[config.mk]
export PLATFORM = sky130hd
export DESIGN_NAME = sipo_frame_rx
export DESIGN_NICKNAME = d
export VERILOG_FILES = /design/src/rtl/sipo_frame_rx.sv
export SDC_FILE = /design/constraint.sdc
export NUM_CORES = 1
export LEC_CHECK = 0
export ABC_AREA = 1
export ABC_CLOCK_PERIOD_IN_PS = 3130
export CORE_MARGIN = 1
export CORE_UTILIZATION = 45
export CTS_BUF_LIST = sky130_fd_sc_hd__clkbuf_4 sky130_fd_sc_hd__clkbuf_8
export CTS_CLUSTER_SIZE = 10
export DETAILED_ROUTE_END_ITERATION = 8
export GPL_TIMING_DRIVEN = 0
export HOLD_SLACK_MARGIN = 0.02
export PLACE_DENSITY = 0.73
export RECOVER_POWER = 25
export REMOVE_ABC_BUFFERS = 1
export SYNTH_ARGS = -nofsm -noshare
export SYNTH_HDL_FRONTEND = slang
export SYNTH_SLANG_ARGS = --single-unit
[constraint.sdc]
create_clock -name clk -period 3.13 [get_ports clk]
set_input_delay 0.626 -clock clk [delete_from_list [all_inputs] [get_ports clk]]
set_output_delay 0.626 -clock clk [all_outputs]
set_load 0.01 [all_outputs]
[src/rtl/sipo_frame_rx.sv]
// sipo_frame_rx: receives framed serial words (start, data MSB first, optional
// even parity, stop), checks the frame, and holds one good word on a
// valid/ready output. Parity errors, frame errors and overruns are pulsed and
// counted in a saturating counter.
//
// state    | meaning
// ---------+------------------------------------------------------------
// S_IDLE   | line idle, waiting for a 1 start bit on a strobe
// S_DATA   | shifting in DATA_W data bits, first bit ends up in the MSB
// S_PARITY | capturing the even-parity bit (only when PARITY_EN=1)
// S_STOP   | sampling the stop bit and judging the frame
module sipo_frame_rx #(
  parameter int DATA_W    = 4,
  parameter bit PARITY_EN = 1'b1,
  parameter int ERRCNT_W  = 8
) (
  input  logic                clk,
  input  logic                rst,
  input  logic                serial_in,
  input  logic                sample_en,
  output logic [DATA_W-1:0]   out_data,
  output logic                out_valid,
  input  logic                out_ready,
  output logic                busy,
  output logic                parity_err,
  output logic                frame_err,
  output logic                overrun,
  output logic [ERRCNT_W-1:0] err_cnt
);

  localparam int CNT_W = $clog2(DATA_W + 1);

  typedef enum logic [1:0] {
    S_IDLE   = 2'd0,
    S_DATA   = 2'd1,
    S_PARITY = 2'd2,
    S_STOP   = 2'd3
  } state_t;

  state_t              r_state;
  state_t              w_state_nxt;
  logic [DATA_W-1:0]   r_sr;
  logic [CNT_W-1:0]    r_cnt;
  logic                r_par;
  logic [DATA_W-1:0]   r_out_data;
  logic                r_out_valid;
  logic                r_parity_err;
  logic                r_frame_err;
  logic                r_overrun;
  logic [ERRCNT_W-1:0] r_err_cnt;

  logic w_last_bit;
  logic w_stop_eval;
  logic w_par_bad;
  logic w_fe;
  logic w_pe;
  logic w_good;
  logic w_load;
  logic w_ovr;
  logic w_any_err;

  assign w_last_bit  = (r_cnt == CNT_W'(DATA_W - 1));
  assign w_stop_eval = (r_state == S_STOP) && sample_en;
  // Even parity: data bits plus parity bit must XOR to zero.
  assign w_par_bad   = PARITY_EN && ((^r_sr) ^ r_par);
  // A high stop bit outranks a parity mismatch, so each frame reports one class.
  assign w_fe        = w_stop_eval && serial_in;
  assign w_pe        = w_stop_eval && !serial_in && w_par_bad;
  assign w_good      = w_stop_eval && !serial_in && !w_par_bad;
  // A word being consumed this cycle frees the holding register for the new one.
  assign w_load      = w_good && (!r_out_valid || out_ready);
  assign w_ovr       = w_good && !w_load;
  assign w_any_err   = w_fe || w_pe || w_ovr;

  // State register.
  always_ff @(posedge clk) begin
    if (rst) r_state <= S_IDLE;
    else     r_state <= w_state_nxt;
  end

  // Next-state logic; every transition is gated by the bit strobe.
  always_comb begin
    w_state_nxt = r_state;
    if (sample_en) begin
      case (r_state)
        S_IDLE:   if (serial_in) w_state_nxt = S_DATA;
        S_DATA:   if (w_last_bit) w_state_nxt = PARITY_EN ? S_PARITY : S_STOP;
        S_PARITY: w_state_nxt = S_STOP;
        S_STOP:   w_state_nxt = S_IDLE;
        default:  w_state_nxt = S_IDLE;
      endcase
    end
  end

  // Shift register, bit counter and parity capture.
  always_ff @(posedge clk) begin
    if (rst) begin
      r_sr  <= '0;
      r_cnt <= '0;
      r_par <= 1'b0;
    end else if (sample_en) begin
      case (r_state)
        S_IDLE: if (serial_in) r_cnt <= '0;
        S_DATA: begin
          r_sr  <= {r_sr[DATA_W-2:0], serial_in};
          r_cnt <= r_cnt + CNT_W'(1);
        end
        S_PARITY: r_par <= serial_in;
        default: ;
      endcase
    end
  end

  // Holding register, valid flag, error pulses and saturating error counter.
  always_ff @(posedge clk) begin
    if (rst) begin
      r_out_data   <= '0;
      r_out_valid  <= 1'b0;
      r_parity_err <= 1'b0;
      r_frame_err  <= 1'b0;
      r_overrun    <= 1'b0;
      r_err_cnt    <= '0;
    end else begin
      r_parity_err <= w_pe;
      r_frame_err  <= w_fe;
      r_overrun    <= w_ovr;
      if (w_load) begin
        r_out_data  <= r_sr;
        r_out_valid <= 1'b1;
      end else if (r_out_valid && out_ready) begin
        r_out_valid <= 1'b0;
      end
      if (w_any_err && (r_err_cnt != '1))
        r_err_cnt <= r_err_cnt + ERRCNT_W'(1);
    end
  end

  assign out_data   = r_out_data;
  assign out_valid  = r_out_valid;
  assign busy       = (r_state != S_IDLE);
  assign parity_err = r_parity_err;
  assign frame_err  = r_frame_err;
  assign overrun    = r_overrun;
  assign err_cnt    = r_err_cnt;

endmodule

Word-level counts from Yosys, hierarchy flattened. Index checks and enable logic that the tools add are counted.

Output and inout port bits: 17. Word-level logic and storage cells: 52. Register bits after elaboration: 26. Bits of input ports: 5.

Muxes and demuxes: 7. Bitwise gates (word level): 1. Reductions and logical operators: 25. $add $sub $neg: 2. Equality and inequality tests: 7.

Operator list (count): logical AND 1 bit (9); adder 8 x 1 -> 8 bit, second input constant (1); inequality test 8 bit, second input constant (1); one-hot mux 2 bit (4 select lines) (1); one-hot mux 3 bit (2 select lines) (1); AND reduction 3 bit (2); nonzero test 2 bit (3); equality test 2 bit, second input constant (2); logical NOT 1 bit (4); two-way mux 2 bit (2); inequality test 2 bit, second input constant (2); AND reduction 2 bit (2); parity 4 bit (1); adder 3 x 1 -> 3 bit, second input constant (1); equality test 3 x 2 -> 1 bit, second input constant (1); logical OR 1 bit (3); two-way mux 3 bit (1); equality test 2 x 1 -> 1 bit, second input constant (1); logical NOT 2 bit (1); two-way mux 1 bit (2); XOR 1 bit (1).

Longest topological paths before layout.
Depth in word-level cells: 9. Mapped depth: 12. Mapped depth without buffers: 12.

Worst setup path after synthesis. Ideal clock, no wire load.

Kind: input to register. Start point: in out_ready. End point: reg r_err_cnt[7] (netlist: err_cnt[7]). Buffers on the path: 1. Cell stages on the path: 7. Required time: 3.015 ns. Library setup time: 0.115 ns. Arrival: 1.444 ns. Setup slack: 1.571 ns. Path through: nor2_1 nand4_2 nand3_4 buf_6 nand3_1 nand2_1 nor2_1.

Cells in the longest elaborated chain, start to end: 6.

Ends and longest elaborated chain: start, declared (RTL line 23) `input logic out_ready,`; logical OR 1 bit (RTL line 71) `assign w_load = w_good && (!r_out_valid || out_ready);`; logical AND 1 bit (RTL line 71); logical NOT 1 bit (RTL line 72) `assign w_ovr = w_good && !w_load;`; logical AND 1 bit (RTL line 72); logical OR 1 bit (RTL line 73) `assign w_any_err = w_fe || w_pe || w_ovr;`; logical AND 1 bit (RTL line 133) `if (w_any_err && (r_err_cnt != '1))`; end signal, assigned (RTL line 134) `r_err_cnt <= r_err_cnt + ERRCNT_W'(1);`; end, declared (RTL line 50) `logic [ERRCNT_W-1:0] r_err_cnt;`.

Every way passes these cells. A chain may end at the register's enable or synchronous reset.

Worst setup path after layout.
Start point: reg r_state[0]. End point: out busy.

Cells in the longest elaborated chain, start to end: 1.

Ends and longest elaborated chain: start, declared (RTL line 40) `state_t r_state;`; start signal, assigned (RTL line 78) `else r_state <= w_state_nxt;`; nonzero test 2 bit (RTL line 140) `assign busy = (r_state != S_IDLE);`; end, declared (RTL line 24) `output logic busy,`.

Every way passes these cells.

==> impl_results.md <==
- Worst Hold Launch: r_cnt[1]
- Crit path launch type: flip-flop
- Pin count of the biggest net entering global routing: 19
- Comb pwr share: 15.0%
- Post_cts resized: 0
- Post-Syn Area: 1280 um^2
- Worst Skew: 4.86 ps
- Total vias in the final route: around 1,200
- Drt wl/cell: 10.8 um
- Final Instance Area: 1520 um^2
- Vias in the first global route: 1,045
- Flop2flop setup slack: 1440 ps
- Worst-path fanout max: 4
- Worst min-delay path category: reg2reg
- PortBufs: 21
- Slowest stage delay, CP: 540 ps
- Status: finished, final reports clean
- Cts hold-fix bufs: 0
- Worst vdd ir: 0.359 mV
- Clk pwr share: ~28%
- RSZ-0062 raised after global routing: false
- Top-count cell post-synth: nand2_1
- Routed Antenna Nets: 0
- CTS max path bufs: 2
- # rows: 18
- Die Ht: 55.3 um
- Num CTS Buffers: 3
- Worst-Margin Slew: 500 ps
- Crit path required time: 2500 ps
- Leading post-synthesis cells by cell area: dfxtp_1 41%, nand2_1 8.8%, a21oi_1 8.2%, ha_1 7.8%, nor2_1 7.1%
- Ant. Diodes: 0
- Via/cell ratio: 5.16
- Synth cell count leaders: 30 x nand2_1, 26 x dfxtp_1, 24 x nor2_1, 23 x inv_1, 21 x a21oi_1
- Syn Area/Cell: 7.38 um^2
- Initial antenna violation count: 0
- GR Util All Layers: 16.9%
- Critical path, cell by cell: inv_1, ha_1, inv_1, clkdlybuf4s50_1
- Worst-Skew Late Latency: 320 ps
- Initial Utilization: 49.3%
- Final core occ: 58.8%
- FF-to-FF Start: err_cnt[0]
- Max Cap Viol: 0
- YS warnings: 0
- Core Box Area: 2590 um^2
- Ys flop type: dfxtp_1
- Async set-or-reset flop fraction in the synthesized netlist: 0%
- TritonCTS clock tree: built
- First-pass GRT wire length: 4200 um
- GP Congestion: between 0.7 and 0.8
- Crit path kind: reg2out
- Max_slew headroom: 66.7%
- Switch Pwr: roughly 0.00016 W
- CP bufs+invs: 3
- DP Area: 1510 um^2
- Setup TNS: 0 ps
- EDFF count, synth: 0
- FF+latch count, synth: 26
- GRT overflow: 0
- Switching part of the total power: 26.3%
- H-tree depth: 1
- Most used cell, CP: inv_1
- Die X: 55.3 um
- Clk sink count: 26
- Layout Nets: between 200 and 250
- Initial DRT Pass Iterations: 4
- Sequential-to-total area share from yosys stat: 40.7%
- Arrival time worst endpoint: 1650 ps
- Yosys top cell area share: about two fifths
- Synth cell types: 23
- Area grow syn2layout: 19.2%
- I/O pin total: 22
- Worst setup path start: r_state[0]
- Final setup viols: 0
- Slowest cell on the critical path: clkdlybuf4s50_1
- Min Tclk post-route: 2280 ps
- Reg clk slew, reported paths: 140 ps
- Maximum clock frequency: 439 MHz
- Final hold vios: 0
- Pwr per Cell Area: 401 nW/um^2
- Layout cells sized above 1: 4.62%
- CTS root buf: clkbuf_4
- DRC Markers: 0
- Cells after Synth: 173
- Yosys top cell by area: dfxtp_1
- Delay-heaviest family, CP: buffers and inverters
- Pins Over Slew Limit: 0
- Setup crit end kind: output port
- Post-DP HPWL: 1820 um
- Die Area: 3060 um^2
- Final wirelength: 2440 um
- Tcrit/Tclk final: ~73%
- Internal: 0.000449 W
- # Post-CTS Setup Buffers: 0
- Number of DRC markers in iteration 0: 19
- Flop pwr share: 57.5%
- P_leak: 0.656 nW
## worst reg2reg max path, stage by stage, from the launching register on
cell and delay (ps):
dfxtp_1 380, ha_1 220, nand2_1 110, nor2_1 50
nand2_1 90, inv_2 50, nand3_2 120, inv_1 80
nor3b_1 270, nand3_1 120, nand2_1 70, nor2_1 40
## layer usage
metal  track usage [%]  part of all wire (%)
met1              19.5                    47
met4              6.07                   1.3
met3              5.15                   3.9
met5                 0                     0
met2              29.4                    48
## logic make-up (layout without fill, tap and decap cells)
logic type      after synthesis  count (layout)  synth area share, %
buf+inv                      28              50                 8.91
simple gates                 74              74                 27.3
flops                        26              26                 40.7
fa+ha+maj                     8               8                 7.84
xor+xnor                      1               1                0.686
compound gates               36              36                 14.5
## power groups by stage
| stage | combinational [W] | sequential [W] | clock [W] |
|---|---|---|---|
| after floorplan | 0.0000627 | 0.000357 | 0 |
| after detailed placement | 0.0000929 | 0.000358 | 0 |
| after global placement | 0.0000878 | 0.000357 | 0 |
| final | 0.0000914 | 0.000351 | 0.000168 |
| after CTS | 0.0000943 | 0.000351 | 0.000176 |
| after global routing | 0.000104 | 0.000353 | 0.000191 |
## final timing paths
kind / cells after the start / endpoint
max: 4 / busy
max reg2reg: 11 / err_cnt[4]
min: 2 / r_cnt[1]
min reg2reg: 2 / r_cnt[1]
## stage by stage
| stage | worst slack, ps | instances | total power [W] | hold slack [ps] |
|---|---|---|---|---|
| floorplan | 1630 | 170 | 0.000420 | 430 |
| global placement | 1050 | 221 | 0.000445 | 447 |
| detailed placement | 1010 | 221 | 0.000451 | 461 |
| CTS | 835 | 225 | 0.000621 | 480 |
| global route | 760 | 225 | 0.000648 | 510 |
| finish | 850 | 225 | 0.000610 | 477 |
## layout make-up
cell class	instances	area [um^2]
clock buffers	4	36.3
fillers	245	1070
flip-flops and latches	26	520
well taps	30	37.5
inverters	25	93.8
multi-input cells	119	624
repair buffers	21	210
## placed cells by master (no fill, tap or decap), drive strengths merged
master	instances
nand2	30
nand3	14
dfxtp	26
nor3	2
o21ai	13
clkbuf	4
nand3b	1
ha	8
inv	25
a211oi	1
clkdlybuf4s50	19
nor2	25
dlygate4sd3	2
o21bai	1
a21oi	21
nand4	1
xor2	1
nor3b	1
## flip-flops by register name (all words and copies together), names as in the netlist, 2 cells and up
name      cells
err_cnt       8
r_sr          4
r_state       2
out_data      4
r_cnt         3
No activity file was read; power rests on OpenSTA's default activity.
